===== config.mk =====
export PLATFORM = sky130hd
export DESIGN_NAME = rggen_avalon_host_bridge_flat
export DESIGN_NICKNAME = d
export VERILOG_FILES = /design/src/rtl/rggen_avalon_if.sv /design/src/rtl/rggen_avalon_host_bridge.sv /design/src/flat_wrapper.sv
export SDC_FILE = /design/constraint.sdc
export NUM_CORES = 1
export LEC_CHECK = 0
export ABC_AREA = 1
export CAP_MARGIN = 20
export CORE_UTILIZATION = 31
export CTS_BUF_LIST = sky130_fd_sc_hd__clkbuf_8
export DETAILED_ROUTE_END_ITERATION = 10
export PLACE_DENSITY = 0.76
export SKIP_LAST_GASP = 1
export SLEW_MARGIN = 20
export SYNTH_ARGS = -nofsm -noshare
export SYNTH_HDL_FRONTEND = slang
export SYNTH_SLANG_ARGS = --single-unit
export TNS_END_PERCENT = 50

===== constraint.sdc =====
create_clock -name i_clk -period 2.75 [get_ports i_clk]
set_clock_uncertainty 0.15 [all_clocks]
set_input_delay 0.275 -clock i_clk [delete_from_list [all_inputs] [get_ports i_clk]]
set_output_delay 0.275 -clock i_clk [all_outputs]
set_load 0.02 [all_outputs]

===== src/rtl/rggen_avalon_if.sv =====
// Avalon-MM bus bundle shared between a host bridge and an agent.
interface rggen_avalon_if #(
    parameter int ADDRESS_WIDTH = 16,
    parameter int BUS_WIDTH     = 32
);
    logic                       read;
    logic                       write;
    logic [ADDRESS_WIDTH-1:0]   address;
    logic [BUS_WIDTH/8-1:0]     byteenable;
    logic [BUS_WIDTH-1:0]       writedata;
    logic                       waitrequest;
    logic [BUS_WIDTH-1:0]       readdata;
    logic [1:0]                 response;

    modport host (
        output read, write, address, byteenable, writedata,
        input  waitrequest, readdata, response
    );

    modport agent (
        input  read, write, address, byteenable, writedata,
        output waitrequest, readdata, response
    );
endinterface


===== src/rtl/rggen_avalon_host_bridge.sv =====
// Single-outstanding Avalon-MM host bridge: valid/ready request in,
// one bus transfer out, registered status/read data back on a valid/ready response.
module rggen_avalon_host_bridge #(
    parameter int ADDRESS_WIDTH = 16,
    parameter int BUS_WIDTH     = 32
) (
    input  logic                       i_clk,
    input  logic                       i_rst_n,
    input  logic                       i_request_valid,
    output logic                       o_request_ready,
    input  logic                       i_request_write,
    input  logic [ADDRESS_WIDTH-1:0]   i_request_address,
    input  logic [BUS_WIDTH-1:0]       i_request_write_data,
    input  logic [BUS_WIDTH/8-1:0]     i_request_strobe,
    output logic                       o_response_valid,
    input  logic                       i_response_ready,
    output logic [1:0]                 o_response_status,
    output logic [BUS_WIDTH-1:0]       o_response_read_data,
    rggen_avalon_if.host               avalon_if
);
    localparam int                       LSB       = $clog2(BUS_WIDTH / 8);
    localparam logic [ADDRESS_WIDTH-1:0] ADDR_MASK = ADDRESS_WIDTH'((1 << LSB) - 1);

    typedef enum logic [1:0] {
        IDLE,
        BUSY,
        RESP
    } state_e;

    state_e                     state_q, state_d;
    logic                       read_q, read_d;
    logic                       write_q, write_d;
    logic [ADDRESS_WIDTH-1:0]   address_q, address_d;
    logic [BUS_WIDTH/8-1:0]     byteenable_q, byteenable_d;
    logic [BUS_WIDTH-1:0]       writedata_q, writedata_d;
    logic [1:0]                 status_q, status_d;
    logic [BUS_WIDTH-1:0]       rdata_q, rdata_d;

    always_ff @(posedge i_clk or negedge i_rst_n) begin
        if (!i_rst_n) begin
            state_q      <= IDLE;
            read_q       <= 1'b0;
            write_q      <= 1'b0;
            address_q    <= '0;
            byteenable_q <= '0;
            writedata_q  <= '0;
            status_q     <= '0;
            rdata_q      <= '0;
        end else begin
            state_q      <= state_d;
            read_q       <= read_d;
            write_q      <= write_d;
            address_q    <= address_d;
            byteenable_q <= byteenable_d;
            writedata_q  <= writedata_d;
            status_q     <= status_d;
            rdata_q      <= rdata_d;
        end
    end

    always_comb begin
        state_d      = state_q;
        read_d       = read_q;
        write_d      = write_q;
        address_d    = address_q;
        byteenable_d = byteenable_q;
        writedata_d  = writedata_q;
        status_d     = status_q;
        rdata_d      = rdata_q;
        case (state_q)
            IDLE: begin
                if (i_request_valid) begin
                    state_d      = BUSY;
                    read_d       = !i_request_write;
                    write_d      = i_request_write;
                    address_d    = i_request_address & ~ADDR_MASK;
                    byteenable_d = i_request_write ? i_request_strobe : '1;
                    writedata_d  = i_request_write ? i_request_write_data : '0;
                end
            end
            BUSY: begin
                // Bus outputs are left untouched until the agent drops waitrequest.
                if (!avalon_if.waitrequest) begin
                    state_d  = RESP;
                    read_d   = 1'b0;
                    write_d  = 1'b0;
                    status_d = avalon_if.response;
                    rdata_d  = read_q ? avalon_if.readdata : '0;
                end
            end
            RESP: begin
                if (i_response_ready) begin
                    state_d = IDLE;
                end
            end
            default: state_d = IDLE;
        endcase
    end

    assign o_request_ready      = (state_q == IDLE);
    assign o_response_valid     = (state_q == RESP);
    assign o_response_status    = status_q;
    assign o_response_read_data = rdata_q;

    assign avalon_if.read       = read_q;
    assign avalon_if.write      = write_q;
    assign avalon_if.address    = address_q;
    assign avalon_if.byteenable = byteenable_q;
    assign avalon_if.writedata  = writedata_q;
endmodule


===== src/flat_wrapper.sv =====
// flat-port wrapper written by rule: the top's interface ports become plain ports
module rggen_avalon_host_bridge_flat 
#(
    parameter int ADDRESS_WIDTH = 16,
    parameter int BUS_WIDTH     = 32
)
  (i_clk, i_rst_n, i_request_valid, o_request_ready, i_request_write, i_request_address, i_request_write_data, i_request_strobe, o_response_valid, i_response_ready, o_response_status, o_response_read_data, avalon_if_read, avalon_if_write, avalon_if_address, avalon_if_byteenable, avalon_if_writedata, avalon_if_waitrequest, avalon_if_readdata, avalon_if_response);
  rggen_avalon_if #(.ADDRESS_WIDTH(ADDRESS_WIDTH), .BUS_WIDTH(BUS_WIDTH)) avalon_if_i ();
  input  logic i_clk;
  input  logic i_rst_n;
  input  logic i_request_valid;
  output logic o_request_ready;
  input  logic i_request_write;
  input  logic [ADDRESS_WIDTH-1:0] i_request_address;
  input  logic [BUS_WIDTH-1:0] i_request_write_data;
  input  logic [BUS_WIDTH/8-1:0] i_request_strobe;
  output logic o_response_valid;
  input  logic i_response_ready;
  output logic [1:0] o_response_status;
  output logic [BUS_WIDTH-1:0] o_response_read_data;
  output wire logic [$bits(avalon_if_i.read)-1:0] avalon_if_read;
  output wire logic [$bits(avalon_if_i.write)-1:0] avalon_if_write;
  output wire logic [$bits(avalon_if_i.address)-1:0] avalon_if_address;
  output wire logic [$bits(avalon_if_i.byteenable)-1:0] avalon_if_byteenable;
  output wire logic [$bits(avalon_if_i.writedata)-1:0] avalon_if_writedata;
  input wire logic [$bits(avalon_if_i.waitrequest)-1:0] avalon_if_waitrequest;
  input wire logic [$bits(avalon_if_i.readdata)-1:0] avalon_if_readdata;
  input wire logic [$bits(avalon_if_i.response)-1:0] avalon_if_response;
  assign avalon_if_read = avalon_if_i.read;
  assign avalon_if_write = avalon_if_i.write;
  assign avalon_if_address = avalon_if_i.address;
  assign avalon_if_byteenable = avalon_if_i.byteenable;
  assign avalon_if_writedata = avalon_if_i.writedata;
  assign avalon_if_i.waitrequest = avalon_if_waitrequest;
  assign avalon_if_i.readdata = avalon_if_readdata;
  assign avalon_if_i.response = avalon_if_response;
  rggen_avalon_host_bridge #(.ADDRESS_WIDTH(ADDRESS_WIDTH), .BUS_WIDTH(BUS_WIDTH)) u_core (.i_clk(i_clk), .i_rst_n(i_rst_n), .i_request_valid(i_request_valid), .o_request_ready(o_request_ready), .i_request_write(i_request_write), .i_request_address(i_request_address), .i_request_write_data(i_request_write_data), .i_request_strobe(i_request_strobe), .o_response_valid(o_response_valid), .i_response_ready(i_response_ready), .o_response_status(o_response_status), .o_response_read_data(o_response_read_data), .avalon_if(avalon_if_i));
endmodule

==> results.tsv <==
stage	metric	value	unit
run_status	status	complete, no violations	
flow_run	cap_viol_max_count	0	
clock_network	ctsHoldBuffers	1	
finish	n_antenna_cell	0	
logic_synthesis	yosys.area.top_type	dfrtp_1	
drt	wire_per_inst	13.0	µm
sta	period_needed	2.04	ns
sta	fmax	0.489	GHz
pwr	p_switching	2460	µW
finish	syn2layout_area_growth	59.8	%
worst_setup_path	r2r-start	u_core.state_q[0]	
die	io_pins	182	
clock_network	cts_max_level	3	
grt	grt.total_usage	16.1	%
worst_setup_path	crit_required	2.33	ns
grt	grt_pass1_wl	14.4	mm
place	numPortBuffers	177	
grt	grt_pass1_vias	3004	
drt	ant_nets	0	
logic_synthesis	yosys_warnings	0	
sta	finalSetupTns	0	ns
grt	grt_overflow	0	
pwr	p_per_area	1110	nW/µm²
finish	final_cell_mix	nand2_1 (181), clkdlybuf4s50_1 (176), dfrtp_1 (88), o21ai_0 (70), clkbuf_8 (11)	
logic_synthesis	ys_top_cells_by_area	dfrtp_1 (64%), nand2_1 (20%), o21ai_0 (10%), clkbuf_1 (1.4%), buf_2 (1.3%)	
logic_synthesis	avgSynthCellArea	9.01	µm²
die	start_util	31.9	%
logic_synthesis	ys_seq_area_share	63.7	%
hold_path	hp-class	in2async	
finish	finalNetCount	644	
drt	drt_iter0_markers	244	
pwr	power_frac_comb	50.7	%
place	gp_congestion	0.727	
grt	antenna_found_initial	0	
grt	grt_start_max_net_pins	82	
logic_synthesis	synth_seq_cells	88	
worst_setup_path	reg2reg_setup_slack	1.16	ns
drt	dr.pass1.iters	6	
sta	setup_violations	0	
pwr	seqPwrFrac	36.3	%
worst_setup_path	crit_type	reg2out	
worst_setup_path	r2r_cells	5	
worst_setup_path	endpoint_kind	output port	
die	die_w	108	µm
drt	wirelength	9.04	mm
pwr	p_sw_share	39.9	%
drt	drc	0	
pwr	clkPwrFrac	12.9	%
clock_network	insertion_delay	0.35	ns
logic_synthesis	synthesis.area	3460	µm²
place	dp_hpwl	6.51	mm
die	row_count	38	
drt	vias_per_cell	4.48	
worst_setup_path	cp_max_fo	5	
pwr	vdd_ir_drop_max	462	µV
pwr	power_leakage	0.00246	µW
clock_network	cts.sinks	88	
sta	final_hold_viol_count	0	
sta	report.final.slew_viol_count	0	
sta	slew_headroom	61.6	%
worst_setup_path	setup.worst_path.start_class	register	
die	core_area	10800	µm²
clock_network	cts_tree	yes	
sta	min_period_over_period	74.3	%
clock_network	numCtsBuffers	9	
clock_network	cts_buffer_depth	2	
worst_setup_path	r2r-end	u_core.avalon_if.writedata[8]	
sta	rsz0062_at_grt	no	
clock_network	post_cts_buffers	0	
finish	fin_util	51.0	%
clock_network	cts.repair.resized	0	
drt	dr_total_vias	3119	
worst_setup_path	crit_arrival	1.62	ns
sta	setup_slack	0.706	ns
finish	drive_gt1_share	4.32	%
clock_network	cts_root_buf	clkbuf_8	
place	pre_cts_slack	0.870	ns
finish	fillers	1010	
clock_network	clk_pin_slew	0.08	ns
sta	tightestPinTransition	0.575	ns
logic_synthesis	syn_inst	384	
die	die_h	108	µm
pwr	power.internal	3710	µW
logic_synthesis	synth_top_cell_area_share	63.7	%
finish	final_common_cell	nand2_1	
die	die_area	11600	µm²
logic_synthesis	synth.distinct_cells	16	
==> sequential cells by signal, indices dropped and copies added (netlist names) <==
| signal | cells |
|---|---|
| u_core.o_response_read_data | 32 |
| u_core.avalon_if.byteenable | 4 |
| u_core.avalon_if.address | 14 |
| u_core.avalon_if.writedata | 32 |
| u_core.avalon_if.write | 1 |
| u_core.avalon_if.read | 1 |
| u_core.o_response_status | 2 |
| u_core.state_q | 2 |
==> cell type report <==
class	instances	area, µm²	share of cell area [%]
Clock buffer	11	151	2.74
Multi-Input combinational cell	265	1100	20.0
Clock inverter	4	21.3	0.385
Tap cell	140	175	3.17
Sequential cell	88	2200	39.9
Inverter	5	18.8	0.340
Timing Repair Buffer	183	1850	33.6
==> power by group through the flow <==
stage               Sequential (µW)  Clock (µW)  Combinational, µW
detailed placement             2250           0               3160
finish                         2240         797               3130
global placement               2230           0               3100
CTS                            2240         830               3170
floorplan                      2970           0                809
global route                   2310         880               3400
==> through the flow <==
step           cells  total power (µW)  instance area (µm²)  hold slack, ns
6_report         696              6160                 5530           0.302
5_1_grt          696              6590                 5530           0.297
4_1_cts          696              6240                 5530           0.286
3_5_place_dp     680              5410                 5340           0.162
3_3_place_gp     680              5320                 5340           0.142
2_1_floorplan    385              3780                 3460          -0.171
==> layer usage <==
layer	global-route usage [%]	vias to the layer above	share of wire, %
met4	7.53	0	1.9
met3	5.02	13	9.2
met1	20.1	1437	43
met5	0	-	0
met2	25.2	132	46
li1	-	1537	-
==> synthesized netlist by cell type (all sizes together) <==
| library cell | n |
|---|---|
| nand2 | 182 |
| dfrtp | 88 |
| o21ai | 70 |
| buf | 14 |
| clkbuf | 13 |
| nor2 | 6 |
| inv | 5 |
| nand3 | 3 |
| conb | 1 |
| nand3b | 1 |
| o31ai | 1 |
==> kinds of logic (layout without fill, tap and decap cells) <==
logic type / count (synthesis) / count (layout) / share of synthesized area [%]
flip-flops: 88 / 88 / 63.7
AO/OA/AOI/OAI: 71 / 71 / 10.3
other: 1 / 2 / 0.108
AND/OR/NAND/NOR: 192 / 192 / 21.3
buffers and inverters: 32 / 203 / 4.56
==> critical path, stage by stage, from the launching register on <==
cell and delay (ns):
dfrtp_1 0.44, nor2_2 0.20, clkdlybuf4s50_1 0.63
==> worst max-delay path by stage <==
| stage | from | end | slack (ns) | depth (start not counted) |
|---|---|---|---|---|
| 2_1_floorplan | u_core.state_q[0] | u_core.avalon_if.address[10] | 1.27 | 6 |
| 3_3_place_gp | i_request_write | u_core.avalon_if.writedata[4] | 0.94 | 4 |
| 3_5_place_dp | i_request_write | u_core.avalon_if.writedata[7] | 0.87 | 4 |
| 4_1_cts | u_core.state_q[0] | o_request_ready | 0.68 | 2 |
| 5_1_grt | u_core.state_q[0] | o_request_ready | 0.65 | 2 |
| 6_report | u_core.state_q[0] | o_request_ready | 0.71 | 2 |
No activity file was read; power rests on OpenSTA's default activity.
